<file path="src/rtl/trig_event_fifo_if.sv">
// Readout port of trig_event_fifo: one 32-bit record word at a time with valid/ack.
// The master side presents words; the slave side consumes them with rd_ack.
interface trig_event_fifo_if;
  logic [31:0] rd_data;
  logic        rd_valid;
  logic        rd_ack;
  logic        rd_last;

  modport master (
    output rd_data,
    output rd_valid,
    output rd_last,
    input  rd_ack
  );

  modport slave (
    input  rd_data,
    input  rd_valid,
    input  rd_last,
    output rd_ack
  );
endinterface

</file>
<file path="src/rtl/trig_event_fifo.sv">
// Trigger event FIFO: captures one timestamped record per new trigger-output edge
// and reads each record out as five 32-bit words over a valid/ack port.
module trig_event_fifo #(
  parameter int DEPTH = 16,
  parameter int NOUT  = 16,
  parameter int NIN   = 64,
  parameter int TS_W  = 56
) (
  input  logic              clk_adc,
  input  logic              reset,
  input  logic              enable,
  input  logic              clear,
  input  logic [NOUT-1:0]   trig_out,
  input  logic [7:0]        trig_num,
  input  logic [TS_W-1:0]   timestamp,
  input  logic [NIN-1:0]    in_pattern,
  trig_event_fifo_if.master rd,
  output logic [6:0]        count,
  output logic              full,
  output logic [15:0]       overflow_cnt
);

  localparam int         AW      = (DEPTH > 1) ? $clog2(DEPTH) : 1;
  localparam logic [6:0] DEPTH_C = 7'(DEPTH);

  // Readout FSM states.
  localparam logic [0:0] IDLE    = 1'b0;
  localparam logic [0:0] PRESENT = 1'b1;

  typedef struct packed {
    logic [15:0] mask;
    logic [7:0]  seq;
    logic [7:0]  num;
    logic [55:0] ts;
    logic [63:0] pattern;
  } record_t;

  record_t         mem [DEPTH];
  record_t         head;
  logic [NOUT-1:0] trig_out_d;
  logic [NOUT-1:0] rise;
  logic [AW-1:0]   wptr;
  logic [AW-1:0]   rptr;
  logic [7:0]      seq;
  logic [0:0]      state;
  logic [2:0]      widx;
  logic [31:0]     rd_data_q;
  logic            rd_valid_q;
  logic            flush;
  logic            capture;
  logic            wr_en;
  logic            pop;
  logic [6:0]      count_nxt;

  // Word idx (0..4) of a stored record, in readout order.
  function automatic logic [31:0] word_of(input record_t r, input logic [2:0] idx);
    case (idx)
      3'd0:    word_of = {8'hA5, r.seq, r.mask};
      3'd1:    word_of = {r.num, r.ts[55:32]};
      3'd2:    word_of = r.ts[31:0];
      3'd3:    word_of = r.pattern[63:32];
      default: word_of = r.pattern[31:0];
    endcase
  endfunction

  assign flush   = reset | clear;
  assign rise    = trig_out & ~trig_out_d;
  assign capture = enable & (|rise) & ~flush;
  // The full test uses the registered (pre-edge) flag, so a same-edge pop never frees a slot.
  assign wr_en   = capture & ~full;
  assign pop     = (state == PRESENT) & rd.rd_ack & (widx == 3'd4) & ~flush;
  assign head    = mem[rptr];

  assign rd.rd_data  = rd_data_q;
  assign rd.rd_valid = rd_valid_q;
  assign rd.rd_last  = (state == PRESENT) && (widx == 3'd4);

  // Next occupancy: write and pop on the same edge cancel out.
  always_comb begin
    // NOTE: default assignment first so every path drives count_nxt and no latch is inferred.
    count_nxt = count;
    case ({wr_en, pop})
      2'b10:   count_nxt = count + 7'd1;
      2'b01:   count_nxt = count - 7'd1;
      default: count_nxt = count;
    endcase
  end

  // Record storage: all fields sampled on the capture edge.
  // NOTE: the storage array is deliberately not reset; pointers and count define valid slots.
  always_ff @(posedge clk_adc) begin
    if (wr_en) begin
      mem[wptr] <= {16'(rise), seq, trig_num, 56'(timestamp), 64'(in_pattern)};
    end
  end

  // Edge detect, pointers, counters and the readout FSM.
  // NOTE: non-blocking assignments throughout so every register sees pre-edge values.
  always_ff @(posedge clk_adc) begin
    if (flush) begin
      trig_out_d   <= '0;
      wptr         <= '0;
      rptr         <= '0;
      seq          <= '0;
      count        <= '0;
      full         <= 1'b0;
      overflow_cnt <= '0;
      state        <= IDLE;
      widx         <= '0;
      rd_data_q    <= '0;
      rd_valid_q   <= 1'b0;
    end else begin
      trig_out_d <= trig_out;
      count      <= count_nxt;
      full       <= (count_nxt == DEPTH_C);

      if (capture) begin
        // Dropped records still consume a sequence number so the gap is visible downstream.
        seq <= seq + 8'd1;
        if (full) begin
          if (overflow_cnt != 16'hFFFF) overflow_cnt <= overflow_cnt + 16'd1;
        end else begin
          wptr <= wptr + AW'(1);
        end
      end

      if (state == IDLE) begin
        if (count != 7'd0) begin
          rd_data_q  <= word_of(head, 3'd0);
          rd_valid_q <= 1'b1;
          widx       <= 3'd0;
          state      <= PRESENT;
        end
      end else if (rd.rd_ack) begin
        if (widx == 3'd4) begin
          rptr       <= rptr + AW'(1);
          rd_valid_q <= 1'b0;
          state      <= IDLE;
        end else begin
          widx      <= widx + 3'd1;
          rd_data_q <= word_of(head, widx + 3'd1);
        end
      end
    end
  end

endmodule
</file>
<file path="src/flat_wrapper.sv">
// flat-port wrapper written by rule: the top's interface ports become plain ports
module trig_event_fifo_flat 
#(
  parameter int DEPTH = 16,
  parameter int NOUT  = 16,
  parameter int NIN   = 64,
  parameter int TS_W  = 56
)
  (clk_adc, reset, enable, clear, trig_out, trig_num, timestamp, in_pattern, count, full, overflow_cnt, rd_rd_data, rd_rd_valid, rd_rd_last, rd_rd_ack);
  trig_event_fifo_if rd_i ();
  input  logic clk_adc;
  input  logic reset;
  input  logic enable;
  input  logic clear;
  input  logic [NOUT-1:0] trig_out;
  input  logic [7:0] trig_num;
  input  logic [TS_W-1:0] timestamp;
  input  logic [NIN-1:0] in_pattern;
  output logic [6:0] count;
  output logic full;
  output logic [15:0] overflow_cnt;
  output wire logic [$bits(rd_i.rd_data)-1:0] rd_rd_data;
  output wire logic [$bits(rd_i.rd_valid)-1:0] rd_rd_valid;
  output wire logic [$bits(rd_i.rd_last)-1:0] rd_rd_last;
  input wire logic [$bits(rd_i.rd_ack)-1:0] rd_rd_ack;
  assign rd_rd_data = rd_i.rd_data;
  assign rd_rd_valid = rd_i.rd_valid;
  assign rd_rd_last = rd_i.rd_last;
  assign rd_i.rd_ack = rd_rd_ack;
  trig_event_fifo #(.DEPTH(DEPTH), .NOUT(NOUT), .NIN(NIN), .TS_W(TS_W)) u_core (.clk_adc(clk_adc), .reset(reset), .enable(enable), .clear(clear), .trig_out(trig_out), .trig_num(trig_num), .timestamp(timestamp), .in_pattern(in_pattern), .rd(rd_i), .count(count), .full(full), .overflow_cnt(overflow_cnt));
endmodule
</file>
<file path="config.mk">
export PLATFORM = sky130hd
export DESIGN_NAME = trig_event_fifo_flat
export DESIGN_NICKNAME = d
export VERILOG_FILES = /design/src/rtl/trig_event_fifo_if.sv /design/src/rtl/trig_event_fifo.sv /design/src/flat_wrapper.sv
export SDC_FILE = /design/constraint.sdc
export NUM_CORES = 2
export LEC_CHECK = 0
export ABC_AREA = 1
export ABC_CLOCK_PERIOD_IN_PS = 12800
export BUFFER_PORTS_ARGS = -buffer_cell sky130_fd_sc_hd__buf_2
export CAP_MARGIN = 10
export CORE_MARGIN = 1.5
export CORE_UTILIZATION = 25
export CTS_CLUSTER_DIAMETER = 50
export DETAILED_ROUTE_END_ITERATION = 10
export PLACE_DENSITY = 0.35
export SLEW_MARGIN = 20
export SYNTH_ARGS = -nofsm -noshare
export SYNTH_HDL_FRONTEND = slang
export SYNTH_SLANG_ARGS = --single-unit
</file>
<file path="constraint.sdc">
create_clock -name clk_adc -period 12.8 [get_ports clk_adc]
set_input_delay 0.64 -clock clk_adc [delete_from_list [all_inputs] [get_ports clk_adc]]
set_output_delay 0.64 -clock clk_adc [all_outputs]
set_load 0.03 [all_outputs]
</file>
# Word-level counts from Yosys, hierarchy flattened
# Memory sizes are Yosys's and may differ from the RTL's. A register that Yosys moved wholly into a read port is not among the register bits.
# Cells that the tools add are included.
[word_totals]
register_bits = 93
mem_bits_rw = 2432
in_bits = 149
out_inout_bits = 58
n_memories = 1
[op_classes]
addsub = 7
n_eq_ne = 11
n_mux = 22
bitwise = 11
n_reduce_logical = 10
[memory_table]
columns = ["name", "depth", "word_bits", "read_ports", "rd_clocked_by_memory_dff", "write_ports", "line_no", "source"]
rows = [
  ["u_core.mem", 16, 152, 1, 1, 1, "trig_event_fifo.sv:38", "record_t mem [DEPTH];"],
]
[ops]
columns = ["operator", "count"]
rows = [
  ["2-to-1 mux 32 bit", 4],
  ["case mux 32 bit (4 select lines)", 1],
  ["adder 16 x 1 -> 16 bit, second input constant", 1],
  ["AND 16 bit", 1],
  ["inequality test 16 bit, second input constant", 1],
  ["NOT 16 bit", 1],
  ["OR reduction 16 bit", 1],
  ["case mux 7 bit (2 select lines)", 1],
  ["2-to-1 mux 3 bit", 4],
  ["AND reduction 3 bit", 4],
  ["2-to-1 mux 1 bit", 10],
  ["adder 4 x 1 -> 4 bit, second input constant", 2],
  ["adder 8 x 1 -> 8 bit, second input constant", 1],
  ["2-to-1 mux 4 bit", 2],
  ["adder 7 x 1 -> 7 bit, second input constant", 1],
  ["== test 7 x 5 -> 1 bit, second input constant", 1],
  ["nonzero test 7 bit", 1],
  ["subtractor 7 x 1 -> 7 bit, second input constant", 1],
  ["AND 1 bit", 6],
  ["== test 3 x 2 -> 1 bit, second input constant", 2],
  ["inequality test 2 bit, second input constant", 3],
  ["adder 3 x 1 -> 3 bit, second input constant", 1],
  ["== test 3 x 1 -> 1 bit, second input constant", 1],
  ["== test 3 bit, second input constant", 1],
  ["8 further kinds", 9],
]

# Longest topological paths before layout
[logic_depth]
ltp_word = 9
ltp_mapped = 22
ltp_nobuf = 22

# Worst setup path after synthesis
# OpenSTA, ideal clock, no wires.
[synth_timing]
kind = "input -> register"
startpoint = "in trig_out[6]"
endpoint = "mem u_core.mem[0][0] (netlist name) (enable)"
arrival_time_ps = 8409
required_time_ps = 12134
slack_ps = 3725
path_stages = 11
cell_sequence = "inv_1 nor2_1 inv_1 nand4_1 nor2_1 and2_1 nor2_4 nand3_1 inv_1 nand2_1 nor2_1"
[synth_between]
elab_chain_cells = 7
[synth_rtl]
columns = ["element", "line_no", "source"]
rows = [
  ["start: declaration", "flat_wrapper.sv:15", "input logic [NOUT-1:0] trig_out;"],
  ["AND 16 bit", "trig_event_fifo.sv:67", "assign rise = trig_out & ~trig_out_d;"],
  ["net u_core.rise[6]", "trig_event_fifo.sv:41", "logic [NOUT-1:0] rise;"],
  ["OR reduction 16 bit", "trig_event_fifo.sv:68", "assign capture = enable & (|rise) & ~flush;"],
  ["AND 1 bit (2 in series)", "trig_event_fifo.sv:68", ""],
  ["AND 1 bit", "trig_event_fifo.sv:70", "assign wr_en = capture & ~full;"],
  ["2-to-1 mux 1 bit", "trig_event_fifo.sv:92", "if (wr_en) begin"],
  ["2-to-1 mux 1 bit (not written as such)", "trig_event_fifo.sv:93", "mem[wptr] <= {16'(rise), seq, trig_num, 56'(timestamp), 64'(in_pattern)};"],
  ["end: declaration", "trig_event_fifo.sv:38", ""],
]
# The timed path passes the listed nets, and every way through them passes these cells.

==> qor.yml <==
floorplanning:
  die_area_sq_mm: 0.4209
  die_x_um: 648.7
  initial_utilization_pct: 25.16
  ios: 207
  die_h_um: 648.7
  core_area_sq_mm: 0.4143
  rows: 236
routing:
  wl_um: 382700
  vias: 69920
  drtIter0Drc: 5499
  dr.pass1.iters: 5
  antenna_left: 0
  route.detailed.drc: 0
  drt-vias-per-instance: 4.545
  wl_per_cell_um: 24.88
sta:
  drv_slew: 0
  tightest_slew_ns: 1.148
  min_period_over_period_pct: 45.58
  slew_headroom_pct: 23.46
  rsz0062_at_grt: "false"
  setup_violations: 0
  clock_skew_ns: 0.04383
  fin_crit_ns: 5.834
  timing.fmax_mhz: 171.4
  tns_ns: 0
  hold_violations: 0
logic_synthesis:
  async_reset_ff_share_pct: 0
  syn-num-nets: 9517
  synthMuxAreaShare_pct: 0.009602
  synth_edf_count: 2432
  syn_inst: 9348
  synthAdderAreaFrac_pct: 0.2473
  synth.yosys.seq_area_share_pct: 71.92
  synth-compound-area-share_pct: 3.423
  ys.flop_type: "edfxtp_1"
  synth_cell_type_count: 38
  ys_warn_count: 0
  ys_seq_elements: 2529
  avgSynthCellArea_sq_um: 11.15
  synth_top_family_by_area: "simple AND/OR/NAND/NOR gates"
  synthXorXnorAreaFrac_pct: 0.2101
  yosys.area_share.simple_pct: 19.45
  synthesis.area_sq_mm: 0.1042
clock_tree:
  cts_tree: "done"
  clk_latency_ns: 0.95
  cts.clk_slew.worst_paths_ns: 0.06
  clockBufferDepth: 4
  clock_sinks: 2529
  h-tree-depth: 5
  clock_tree.root_cell: "clkbuf_16"
  cts_buffers: 390
run_status:
  outcome: "finished clean"
grt:
  grt_overflow: 0
  met3_usage_pct: 2.407
  grt_start_max_net_pins: 143
  use_met2_pct: 29.24
  grt_use_total_pct: 17.73
  grt_use_met1_pct: 24.53
  antenna_found_initial: 69
  busiest_layer: "met2"
  grt_pass1_wl_um: 542400
  grt_pass1_vias: 69930
power_and_ir_drop:
  power.density_mw_per_mm2: 162.7
  power_mw: 20.29
  irDropWorstVdd_v: 0.0001055
  p_leak_nw: 46.28
setup_path:
  crit_path_start_kind: "flop"
  end_kind: "flop"
  cp.arrival_ns: 6.70
  cp_data_required_time_ns: 13.67
  cp_max_fo: 74
  cp-endpoint: "u_core.rd.rd_data[4]$_SDFFE_PP0P_"
  worstSetupPathType: "reg2reg"
  r2r_slack_ns: 6.97
  r2r_cells: 15
  r2r-end: "u_core.rd.rd_data[4]$_SDFFE_PP0P_"
finish:
  areaGrowthSynthToFinish_pct: 19.68
  fillers: 42190
  multiInputGateArea_sq_mm: 0.02450
  layout-drive-gt1-share_pct: 10.47
  seqCellArea_sq_mm: 0.07499
  fin_nets: 9735
min_path:
  hold_class: "in2reg"
placed_design:
  dp_hpwl_um: 207500
  port_buffers: 206
  gp_congestion: 0.7635
job:
  max-cap-violations: 0
area by class of cell:
type	count	area share [%]
diodes	11	0.02206
clock buffers	470	8.330
well taps	5474	5.490
flip-flops and latches	2529	60.11
repair buffers	373	2.088
clock inverters	256	2.326
inverters	657	2.005
multi-input cells	5615	19.63
worst min path at each step:
stage	startpoint	endpoint	slack, ns	cells past startpoint
6_report	in_pattern[1]	u_core.mem[9][1]$_DFFE_PP_	0.09	1
5_1_grt	timestamp[26]	u_core.mem[4][90]$_DFFE_PP_	0.04	1
4_1_cts	in_pattern[8]	u_core.mem[13][8]$_DFFE_PP_	0.002	1
3_5_place_dp	u_core.overflow_cnt[15]$_SDFFE_PP0P_	u_core.overflow_cnt[15]$_SDFFE_PP0P_	0.47	2
3_3_place_gp	u_core.overflow_cnt[15]$_SDFFE_PP0P_	u_core.overflow_cnt[15]$_SDFFE_PP0P_	0.47	2
2_1_floorplan	u_core.widx[2]$_SDFFE_PP0P_	u_core.widx[2]$_SDFFE_PP0P_	0.47	2
state kept, by name, summed over array words and instances (netlist names), named ones only:
name,count
u_core.mem,2432
u_core.rd.rd_data,32
u_core.overflow_cnt,16
u_core.trig_out_d,16
u_core.seq,8
u_core.count,7
u_core.rptr,4
u_core.wptr,4
u_core.widx,3
u_core.full,1
u_core.rd.rd_valid,1
u_core.state,1
critical path, cell delays in order (launching register included):
cell      delay [ns]
dfxtp_4         0.67
buf_4           0.78
buf_4           0.81
buf_4           0.71
buf_4           0.68
buf_4           0.73
nor2_1          0.13
nor2_1          0.11
o21ai_0         0.09
nand3_1         0.12
nand3_1         0.11
nand2_1         0.19
nand2_1         0.09
nand2_1         0.10
o21bai_1        0.08
a21oi_1         0.12
logic make-up (layout without fill, tap and decap cells):
kind of cell / Yosys count / in the layout
buffers and inverters: 1204 / 1756
other: 0 / 11
xor gates and xnor gates: 25 / 25
AOI/OAI and AO/OA: 664 / 664
and+or+nand+nor: 4905 / 4905
adders and majority gates: 20 / 20
muxes: 1 / 1
DFF: 2529 / 2529
synth_stat cells (13+ instances only):
cell type	instances	area, sq um
or2_2	13	81.33
inv_1	651	2444
ha_1	19	237.7
edfxtp_1	2432	73030
a21oi_1	112	560.5
nand3_1	1398	6997
buf_4	24	180.2
o21ai_0	404	2022
o21bai_1	24	180.2
o21ai_1	44	220.2
o211ai_1	66	495.5
nand2_1	2687	10090
buf_2	195	975.9
buf_1	96	360.4
clkbuf_1	221	829.6
nor2_1	772	2898
dfxtp_1	97	1942
xor2_1	18	157.7
power by group:
part,switching [mW],internal [mW],total [mW],leakage [nW]
registers,0.0150,9.10,9.11,22.7
logic,0.257,0.0509,0.308,17.2
clock network,4.04,6.83,10.9,6.40
what timing repair did:
action / 4_1_cts / 5_1_grt
buffers inserted: 0 / 0
endpoints found under the hold margin: 40 / 0
hold buffers: 21 / 0
resized for setup: 0 / 0
placed cells by master (no fill, tap or decap), types with 12 or more instances in the layout:
cell type      count
clkinv_1          39
a21oi_1          112
edfxtp_1        2432
inv_1            647
nor2_1           751
inv_6             27
o21ai_1           44
clkinv_4          20
o21bai_1          24
dfxtp_1           92
o211ai_1          66
buf_12            16
nand3_1         1398
clkbuf_8          12
clkbuf_16        400
nand2_1         2685
nor2_4            20
clkinvlp_4        44
o21ai_0          404
xor2_1            18
ha_1              19
or2_2             13
dlygate4sd3_1     21
clkinv_2          69
buf_4            125
buf_2            206
bufinv_16         51
clkbuf_1          58
per-stage QoR:
| step | util [%] | std cells | setup WS, ns | area, sq um | hold WS (ns) |
|---|---|---|---|---|---|
| after floorplan | - | 9348 | 3.725 | 104200 | 0.4706 |
| after global placement | 26.81 | 14620 | 6.696 | 111100 | 0.4710 |
| after detailed placement | 26.83 | 14630 | 6.690 | 111200 | 0.4726 |
| after CTS | 30.09 | 15370 | 6.975 | 124700 | 0.002224 |
| after global routing | 30.11 | 15380 | 6.673 | 124700 | 0.04124 |
| final | 30.11 | 15390 | 6.966 | 124800 | 0.08809 |
layer usage:
metal	share of wire, %	vias to the layer above
met5	0.020	-
met4	2.5	12
met3	4.2	510
met2	47	1510
met1	46	35440
li1	-	32450
(Power assumes the default switching activity.)
